===== src/rtl/echo_path_emulator.sv =====
// Far-end echo channel model: local talker plus a 4-tap FIR echo of the sent
// signal after a bulk delay, computed once per sample period.
module echo_path_emulator #(
  parameter int unsigned        DELAY      = 0,
  parameter logic signed [15:0] COEF0_INIT = 16'sh4000,
  parameter logic signed [15:0] COEF1_INIT = 16'sh0000,
  parameter logic signed [15:0] COEF2_INIT = 16'sh0000,
  parameter logic signed [15:0] COEF3_INIT = 16'sh0000
) (
  input  logic               clk_operation,
  input  logic               rst,
  input  logic               enable,
  input  logic [12:0]        sampling_cycle_counter,
  input  logic signed [15:0] sig16b,
  input  logic signed [15:0] sig16b_local,
  input  logic               coef_wr,
  input  logic [1:0]         coef_addr,
  input  logic signed [15:0] coef_data,
  output logic signed [15:0] sig16b_lag,
  output logic               valid,
  output logic               busy,
  output logic               overrun
);

  localparam int unsigned DEPTH = DELAY + 4;
  localparam int unsigned AW    = $clog2(DEPTH);

  typedef enum logic [1:0] {S_IDLE, S_CAPTURE, S_MAC, S_OUTPUT} state_t;

  state_t             r_state, w_state_nxt;
  logic               r_cnt0_d;
  logic [AW-1:0]      r_wptr;
  logic [1:0]         r_tap;
  logic signed [35:0] r_acc;
  logic signed [15:0] r_lag;
  logic               r_valid;
  logic               r_overrun;
  logic signed [15:0] r_buf  [DEPTH];
  logic signed [15:0] r_live [4];
  logic signed [15:0] r_work [4];

  logic               w_cnt0;
  logic               w_strobe;
  logic [AW:0]        w_idx_sum;
  logic [AW-1:0]      w_rd_idx;
  logic [AW-1:0]      w_wptr_nxt;
  logic signed [31:0] w_prod;
  logic signed [35:0] w_rnd;
  logic signed [35:0] w_shift;
  logic signed [15:0] w_sat;

  assign w_cnt0   = (sampling_cycle_counter == '0);
  assign w_strobe = w_cnt0 & ~r_cnt0_d;

  // DEPTH - DELAY == 4, so (wptr - DELAY - k) mod DEPTH == wptr + (4 - k), wrapped at most once.
  assign w_idx_sum  = (AW+1)'(r_wptr) + (AW+1)'(3'd4 - {1'b0, r_tap});
  assign w_rd_idx   = (w_idx_sum >= (AW+1)'(DEPTH)) ? AW'(w_idx_sum - (AW+1)'(DEPTH))
                                                     : AW'(w_idx_sum);
  assign w_wptr_nxt = (r_wptr == AW'(DEPTH - 1)) ? '0 : r_wptr + 1'b1;

  assign w_prod  = 32'(r_work[r_tap]) * 32'(r_buf[w_rd_idx]);
  assign w_rnd   = r_acc + 36'sd16384;
  assign w_shift = w_rnd >>> 15;

  always_comb begin
    w_sat = w_shift[15:0];
    if (w_shift > 36'sd32767)
      w_sat = 16'sh7FFF;
    else if (w_shift < -36'sd32768)
      w_sat = 16'sh8000;
  end

  always_comb begin
    w_state_nxt = r_state;
    busy        = (r_state != S_IDLE);
    case (r_state)
      S_IDLE:    if (w_strobe && enable) w_state_nxt = S_CAPTURE;
      S_CAPTURE: w_state_nxt = S_MAC;
      S_MAC:     if (r_tap == 2'd3) w_state_nxt = S_OUTPUT;
      S_OUTPUT:  w_state_nxt = S_IDLE;
      default:   w_state_nxt = S_IDLE;
    endcase
  end

  always_ff @(posedge clk_operation) begin
    if (rst) begin
      r_state   <= S_IDLE;
      r_cnt0_d  <= 1'b0;
      r_wptr    <= '0;
      r_tap     <= '0;
      r_acc     <= '0;
      r_lag     <= '0;
      r_valid   <= 1'b0;
      r_overrun <= 1'b0;
      for (int unsigned i = 0; i < DEPTH; i++) r_buf[i] <= '0;
      r_live[0] <= COEF0_INIT;
      r_live[1] <= COEF1_INIT;
      r_live[2] <= COEF2_INIT;
      r_live[3] <= COEF3_INIT;
      for (int unsigned i = 0; i < 4; i++) r_work[i] <= '0;
    end else begin
      r_state  <= w_state_nxt;
      r_cnt0_d <= w_cnt0;
      r_valid  <= 1'b0;
      if (coef_wr)
        r_live[coef_addr] <= coef_data;
      if (w_strobe && (r_state != S_IDLE))
        r_overrun <= 1'b1;
      case (r_state)
        S_CAPTURE: begin
          // Snapshot sees the pre-write live bank when coef_wr coincides.
          r_buf[r_wptr] <= sig16b;
          r_work        <= r_live;
          r_acc         <= {{5{sig16b_local[15]}}, sig16b_local, 15'd0};
          r_tap         <= '0;
        end
        S_MAC: begin
          r_acc <= r_acc + {{4{w_prod[31]}}, w_prod};
          r_tap <= r_tap + 2'd1;
        end
        S_OUTPUT: begin
          r_lag   <= w_sat;
          r_valid <= 1'b1;
          r_wptr  <= w_wptr_nxt;
        end
        default: ;
      endcase
    end
  end

  assign sig16b_lag = r_lag;
  assign valid      = r_valid;
  assign overrun    = r_overrun;

endmodule


===== config.mk =====
export PLATFORM = sky130hd
export DESIGN_NAME = echo_path_emulator
export DESIGN_NICKNAME = d
export VERILOG_FILES = /design/src/rtl/echo_path_emulator.sv
export SDC_FILE = /design/constraint.sdc
export NUM_CORES = 1
export LEC_CHECK = 0
export ABC_AREA = 1
export CAP_MARGIN = 20
export CORE_MARGIN = 4
export CORE_UTILIZATION = 60
export CTS_CLUSTER_SIZE = 8
export DETAILED_ROUTE_END_ITERATION = 8
export GPL_TIMING_DRIVEN = 0
export PLACE_DENSITY = 0.84
export SYNTH_ARGS = -nofsm -noshare
export SYNTH_HDL_FRONTEND = slang
export SYNTH_SLANG_ARGS = --single-unit

===== constraint.sdc =====
create_clock -name clk_operation -period 11.4 [get_ports clk_operation]
set_clock_uncertainty 0.15 [all_clocks]
set_input_delay 2.28 -clock clk_operation [delete_from_list [all_inputs] [get_ports clk_operation]]
set_output_delay 2.28 -clock clk_operation [all_outputs]
set_load 0.01 [all_outputs]

# ---- Yosys cells after proc, flatten, opt, wreduce, memory -nomap -nowiden
# Memories as Yosys holds them, arrays and structs flattened.
# Index checks and enable logic that the tools add are counted.
# Widths: inputs -> output; s select.
dict set report classes {
  n_eq_ne 7
  n_reduce_logical 9
  multipliers 1
  bitwise 4
  add_sub_neg 7
  n_lt_le_gt_ge 6
  mux 24
}
# cell count
set ops {}
lappend ops {{$mux 16} 6}
lappend ops {{$pmux 36 s2} 1}
lappend ops {{$bwmux 64} 1}
lappend ops {{$add 36x16->36 const B} 1}
lappend ops {{$add 36x36->36} 1}
lappend ops {{$bmux 16 s2} 1}
lappend ops {{$demux 16 s2} 1}
lappend ops {{$mul 16x16->32} 1}
lappend ops {{$gt 21x16->1 const B} 1}
lappend ops {{$lt 21x16->1 const B} 1}
lappend ops {{$reduce_or 16->1} 1}
lappend ops {{$logic_not 13->1} 1}
lappend ops {{$mux 2} 5}
lappend ops {{$ge 3x3->1 const B} 3}
lappend ops {{$eq 2x2->1 const B} 4}
lappend ops {{$pmux 2 s4} 1}
lappend ops {{$mux 1} 7}
lappend ops {{$not 2->3} 2}
lappend ops {{$add 2x1->2 const B} 2}
lappend ops {{$ne 2x2->1 const B} 2}
lappend ops {{$pmux 2 s2} 1}
lappend ops {{$reduce_bool 2->1} 2}
lappend ops {{$add 2x3->3} 1}
lappend ops {{$logic_and 1x1->1} 3}
lappend ops {{other kinds (8)} 8}
dict set report totals {
  inputBits 67
  register_bits 189
  memories 1
  output_inout_bits 19
  mem_bits_rw 64
}
# name depth width rd rd_clocked_by_memory_dff write_ports line
set mem_list {}
lappend mem_list {r_buf 4 16 1 0 4 38} ;# logic signed [15:0] r_buf [DEPTH];

# ---- Longest topological paths before layout
# An unclocked memory read counts as a cell.
dict set report logic_depth {
  ltp_word 8
  mapped_depth 46
  depth_no_buf 44
}

# ---- Least setup slack after synthesis
# Ideal clock, no wire load.
dict set report synth_timing {
  path_kind {register to register}
  start {reg r_wptr[0]}
  end {reg r_acc[34]}
  arrival_time_ns 7.970
  synth_period_minus_slack_ns 8.252
  setup_ns 0.132
  setup_slack_ns 3.148
  path_stages_with_launch 45
  t_required_ns 11.118
  path_cell_list {dfxtp_1 -> inv_1 -> ha_1 -> clkbuf_1 -> buf_2 -> mux2i_1 -> nand2_1 -> nand2_1 -> inv_1 -> clkbuf_1 -> nand2_1 -> fa_1 -> inv_1 -> fa_1 -> inv_1 -> fa_1 -> inv_1 -> fa_1 -> (+9 left out) -> nand2_1 -> nand3_1 -> a21oi_1 -> o21ai_1 -> a21oi_1 -> o21ai_1 -> nand2_1 -> nand2_1 -> ha_1 -> nand2_1 -> nor2_1 -> inv_1 -> nor4_1 -> nand3_1 -> nand3_1 -> nand2_1 -> nand3_1 -> a31oi_1}
}
dict set report synth_via {
  elab_chain_len 7
  elab_cells_between_ends 8
  cone_classes {3 x add/sub; 1 x mul; 1 x order compare; 2 x mux; 1 x memory}
}
# item line
set synth_rtl {}
lappend synth_rtl {{start, declared} 32} ;# logic [AW-1:0] r_wptr;
lappend synth_rtl {{start signal, assigned} 124} ;# r_wptr <= w_wptr_nxt;
lappend synth_rtl {{$add 2x3->3 (*)} 56} ;# assign w_idx_sum = (AW+1)'(r_wptr) + (AW+1)'(3'd4 - {1'b0, r_tap});
lappend synth_rtl {{$ge 3x3->1 / $sub 2x1->2 (equally long branches)} 57} ;# assign w_rd_idx = (w_idx_sum >= (AW+1)'(DEPTH)) ? AW'(w_idx_sum - (AW+1)'(DEPTH))
lappend synth_rtl {{$mux 2 (*)} 57}
lappend synth_rtl {{$mem_v2 4x16 (*)} n/a}
lappend synth_rtl {{$mul 16x16->32 (*)} 61} ;# assign w_prod = 32'(r_work[r_tap]) * 32'(r_buf[w_rd_idx]);
lappend synth_rtl {{$add 36x36->36 (*)} 118} ;# r_acc <= r_acc + {{4{w_prod[31]}}, w_prod};
lappend synth_rtl {{$pmux 36 s2 (*)} 109} ;# case (r_state)
lappend synth_rtl {{end signal, assigned} 114} ;# r_acc <= {{5{sig16b_local[15]}}, sig16b_local, 15'd0};
lappend synth_rtl {{end signal, assigned} 118}
lappend synth_rtl {{end, declared} 34} ;# logic signed [35:0] r_acc;
# Every way passes the cells marked *; elsewhere a longest branch is shown, timed or not.
# A chain may end at the register's enable or synchronous reset.

# ---- Worst setup path after layout
# Ends and elaborated chain as after synthesis.

==> impl_metrics.toml <==
[outcome]
status = "finished, final reports clean"

[worst_setup_path]
critPathMostFrequentCell = "nand2_1"
worstPathRequired_ns = 11.64
endpoint_kind = "register"
cp.arrival_ns = 10.79
timing.critical_path.from = "r_wptr[0]$_SDFFE_PP0P_"
slowest_stage = "fa_1"
critPathTopFamily = "adder cells"
cp_num_buf_inv = 11
cp.depth = 42
rr_worst_depth = 42
r2r-end = "r_acc[34]$_SDFFE_PP0P_"
rrSetupSlack_ns = 0.86
reg2reg_from = "r_wptr[0]$_SDFFE_PP0P_"
critPathMaxStageDelay_ns = 0.57
crit_fanout = 10
crit_end = "r_acc[34]$_SDFFE_PP0P_"
start_kind = "register"
worstSetupPathType = "register to register"

[floorplan]
num_rows = 71
initial_core_util_pct = 60.8
dieArea_mm2 = 0.0414
ios = 86
die_w_um = 203
dieHeight_um = 203
core_mm2 = 0.0377

[global_route]
antenna_found_initial = 0
grt_util_all_layers_pct = 33.1
gr-total-overflow = 0
grt_pass1_vias = 20900
grt_pass1_wl_mm = 109
grt_start_max_net_pins = 17

[synth]
yosysTopAreaCellShare_pct = 23.0
synth-async-reset-ratio_pct = 0
synth-edff-count = 64
yosysTopAreaCell = "fa_1"
syn_avg_cell_area_um2 = 7.75
syn_area_mm2 = 0.0229
yosysUniqueCellTypes = 49
ys_warn_count = 0
synth-main-ff-cell = "dfxtp_1"
syn_inst = 2957
synthTopCellsByArea = "fa_1 (23%), dfxtp_1 (17%), inv_1 (11%), nand2_1 (8.9%), edfxtp_1 (8.4%)"
syn_nets = 3413
ys_seq_elements = 253
seq_area_frac_synth_pct = 24.9

[cells_and_area]
antennaDiodeCount = 0
layout.cells.non_filler = 3607
drive_gt1_share_pct = 3.36
finalNetCount = 3539
fillers = 3062
syn_to_final_growth_pct = 11.2

[placement]
dp_slack_ns = 1.12
hpwl_mm = 54.5
dp_cells = 3554
gp_congestion = 1.02
io_buffers = 85

[clock_network]
cts.sinks = 253
cts_setup_buffers = 0
path_clk_slew_ns = 0.05
clockBufferDepth = 3
clock-root-buffer = "clkbuf_16"
cts_tree = "done"
cts_hold_buffers = 0
clock_latency_ns = 0.54
h-tree-depth = 2
cts_buffers = 38
post_cts_resized = 0

[timing]
fmax_mhz = 94.8
tns_ns = 0
rsz0062_at_grt = "false"
worst_pin_slew_ns = 1.19
min_period_over_period_pct = 92.5
setup_ws_ns = 0.857
fin_crit_ns = 10.54
finalHoldViolations = 0
hold_slack_ns = 0.303
setup_viol = 0
maxSlewViolCount = 0
relSlewSlack_pct = 20.9

[power]
p_clk_share_pct = 14.1
p_sw_uw = 3920
p_leak_uw = 0.0121
pwr-share-seq_pct = 15.7
pwr-share-comb_pct = 70.3
pwr_density_cell_mw_per_mm2 = 283
power_uw = 7220
switching_share_pct = 54.3
p_int_uw = 3300
ir_drop_uv = 250

[route]
antenna_left = 0
via_per_inst = 5.68
first_iter_violations = 1824
vias = 20500
route.detailed.drc = 0
dr.pass1.iters = 6
wl_per_cell_um = 18.8
routed_wirelength_mm = 67.9

[flow_run]
drv_cap = 0

[min_path]
whs_path_depth = 2
hold_path.class = "register to register"
kinds of logic (layout without fill, tap and decap cells):
kind of cell    Yosys count  in the layout  share of synthesized area [%]
fa+ha+maj               389            389                           29.9
compound gates          453            453                           11.4
flops                   253            253                           24.9
mux                      32             32                           1.40
xor+xnor                 45             45                           1.72
simple gates           1033           1033                           18.2
buf+inv                 752            891                           12.5
state kept, by name, summed over array words and instances (netlist names):
register	count
r_tap	2
r_work	64
r_cnt0_d	1
sig16b_lag	16
valid	1
overrun	1
r_buf	64
r_wptr	2
r_acc	36
r_live	64
r_state	2
cell type report:
| type | instances | area, um2 | share of cell area, % |
|---|---|---|---|
| clock inverter | 4 | 50.0 | 0.196 |
| clock buffer | 49 | 1000 | 3.93 |
| inverter | 665 | 2500 | 9.80 |
| buffer | 87 | 364 | 1.43 |
| multi-input combinational | 1952 | 14400 | 56.4 |
| timing repair buffer | 86 | 862 | 3.38 |
| tap | 511 | 639 | 2.51 |
| sequential | 253 | 5710 | 22.4 |
metal layers:
metal	track usage [%]	routed length (um)	up-vias
met2	52.2	30400	1092
met5	0	0	-
li1	-	-	9413
met1	44.4	27300	9791
met3	9.70	7690	189
met4	10.6	2480	0
cell usage after synthesis, types with 5 or more instances:
| cell type | count |
|---|---|
| fa_1 | 263 |
| nand2_2 | 6 |
| nand4_1 | 16 |
| o21bai_1 | 10 |
| xor2_1 | 32 |
| nand2_1 | 541 |
| nor4_1 | 5 |
| o21ai_1 | 5 |
| or2_2 | 8 |
| mux2i_1 | 32 |
| a32oi_2 | 12 |
| nand3b_1 | 5 |
| dfxtp_1 | 189 |
| nor2_1 | 338 |
| buf_1 | 8 |
| a21o_1 | 9 |
| ha_1 | 126 |
| clkinv_1 | 13 |
| o21ai_0 | 136 |
| nand3_1 | 88 |
| inv_1 | 648 |
| a31oi_1 | 19 |
| xnor2_1 | 13 |
| clkbuf_1 | 59 |
| a21oi_1 | 181 |
| edfxtp_1 | 64 |
| o22ai_1 | 59 |
| buf_2 | 18 |
| nor3_1 | 18 |
through the flow:
stage	cell area, um2	utilization (%)
3_3_place_gp	24400	64.8
3_5_place_dp	24400	64.8
4_1_cts	25500	67.6
6_report	25500	67.6
5_1_grt	25500	67.6
2_1_floorplan	22900	-
worst min-delay path by stage:
stage / to / startpoint
finish: r_live[14]$_SDFFE_PP0P_ / r_live[14]$_SDFFE_PP0P_
CTS: r_live[27]$_SDFFE_PP0P_ / r_live[27]$_SDFFE_PP0P_
global placement: r_live[46]$_SDFFE_PP0P_ / r_live[46]$_SDFFE_PP0P_
floorplan: r_live[15]$_SDFFE_PP0P_ / r_live[15]$_SDFFE_PP0P_
detailed placement: r_live[12]$_SDFFE_PP0P_ / r_live[12]$_SDFFE_PP0P_
global route: r_live[27]$_SDFFE_PP0P_ / r_live[27]$_SDFFE_PP0P_
worst reg2reg max path, delay by kind of cell (launching register included):
kind / cells / cell delay [ns]
multiplexers: 1 / 0.16
flip-flops: 1 / 0.45
adder cells (fa/ha/maj): 9 / 4.22
AO/OA/AOI/OAI: 6 / 1.25
buffers and inverters: 11 / 1.78
AND/OR/NAND/NOR: 15 / 2.38
power groups by stage:
stage	Sequential, uW	Combinational (uW)	Clock, uW
2_1_floorplan	1110	3520	0
3_3_place_gp	1140	4830	0
3_5_place_dp	1140	4940	0
4_1_cts	1120	4990	1020
5_1_grt	1140	5690	1060
6_report	1130	5070	1010
cells in the final DEF (no fill, tap or decap), types with 5 or more instances in the layout:
master,Yosys,final
nor2_1,338,338
nand3b_1,5,5
fa_1,263,263
nor3_1,18,17
nor4_1,5,5
buf_1,8,8
o21ai_0,136,136
ha_1,126,126
clkbuf_16,0,38
nand3_1,88,88
edfxtp_1,64,64
dfxtp_1,189,189
a31oi_1,19,19
buf_2,18,18
a32oi_2,12,12
clkinv_1,13,13
a21o_1,9,9
or2_2,8,8
inv_1,648,648
clkbuf_1,59,69
clkdlybuf4s50_1,0,85
a21oi_1,181,181
xor2_1,32,32
nand4_1,16,16
nand2_2,6,6
o21ai_1,5,5
o21bai_1,10,10
o22ai_1,59,59
nand2_1,541,541
xnor2_1,13,13
mux2i_1,32,32
Note: power is estimated with default switching activity, not from simulation.
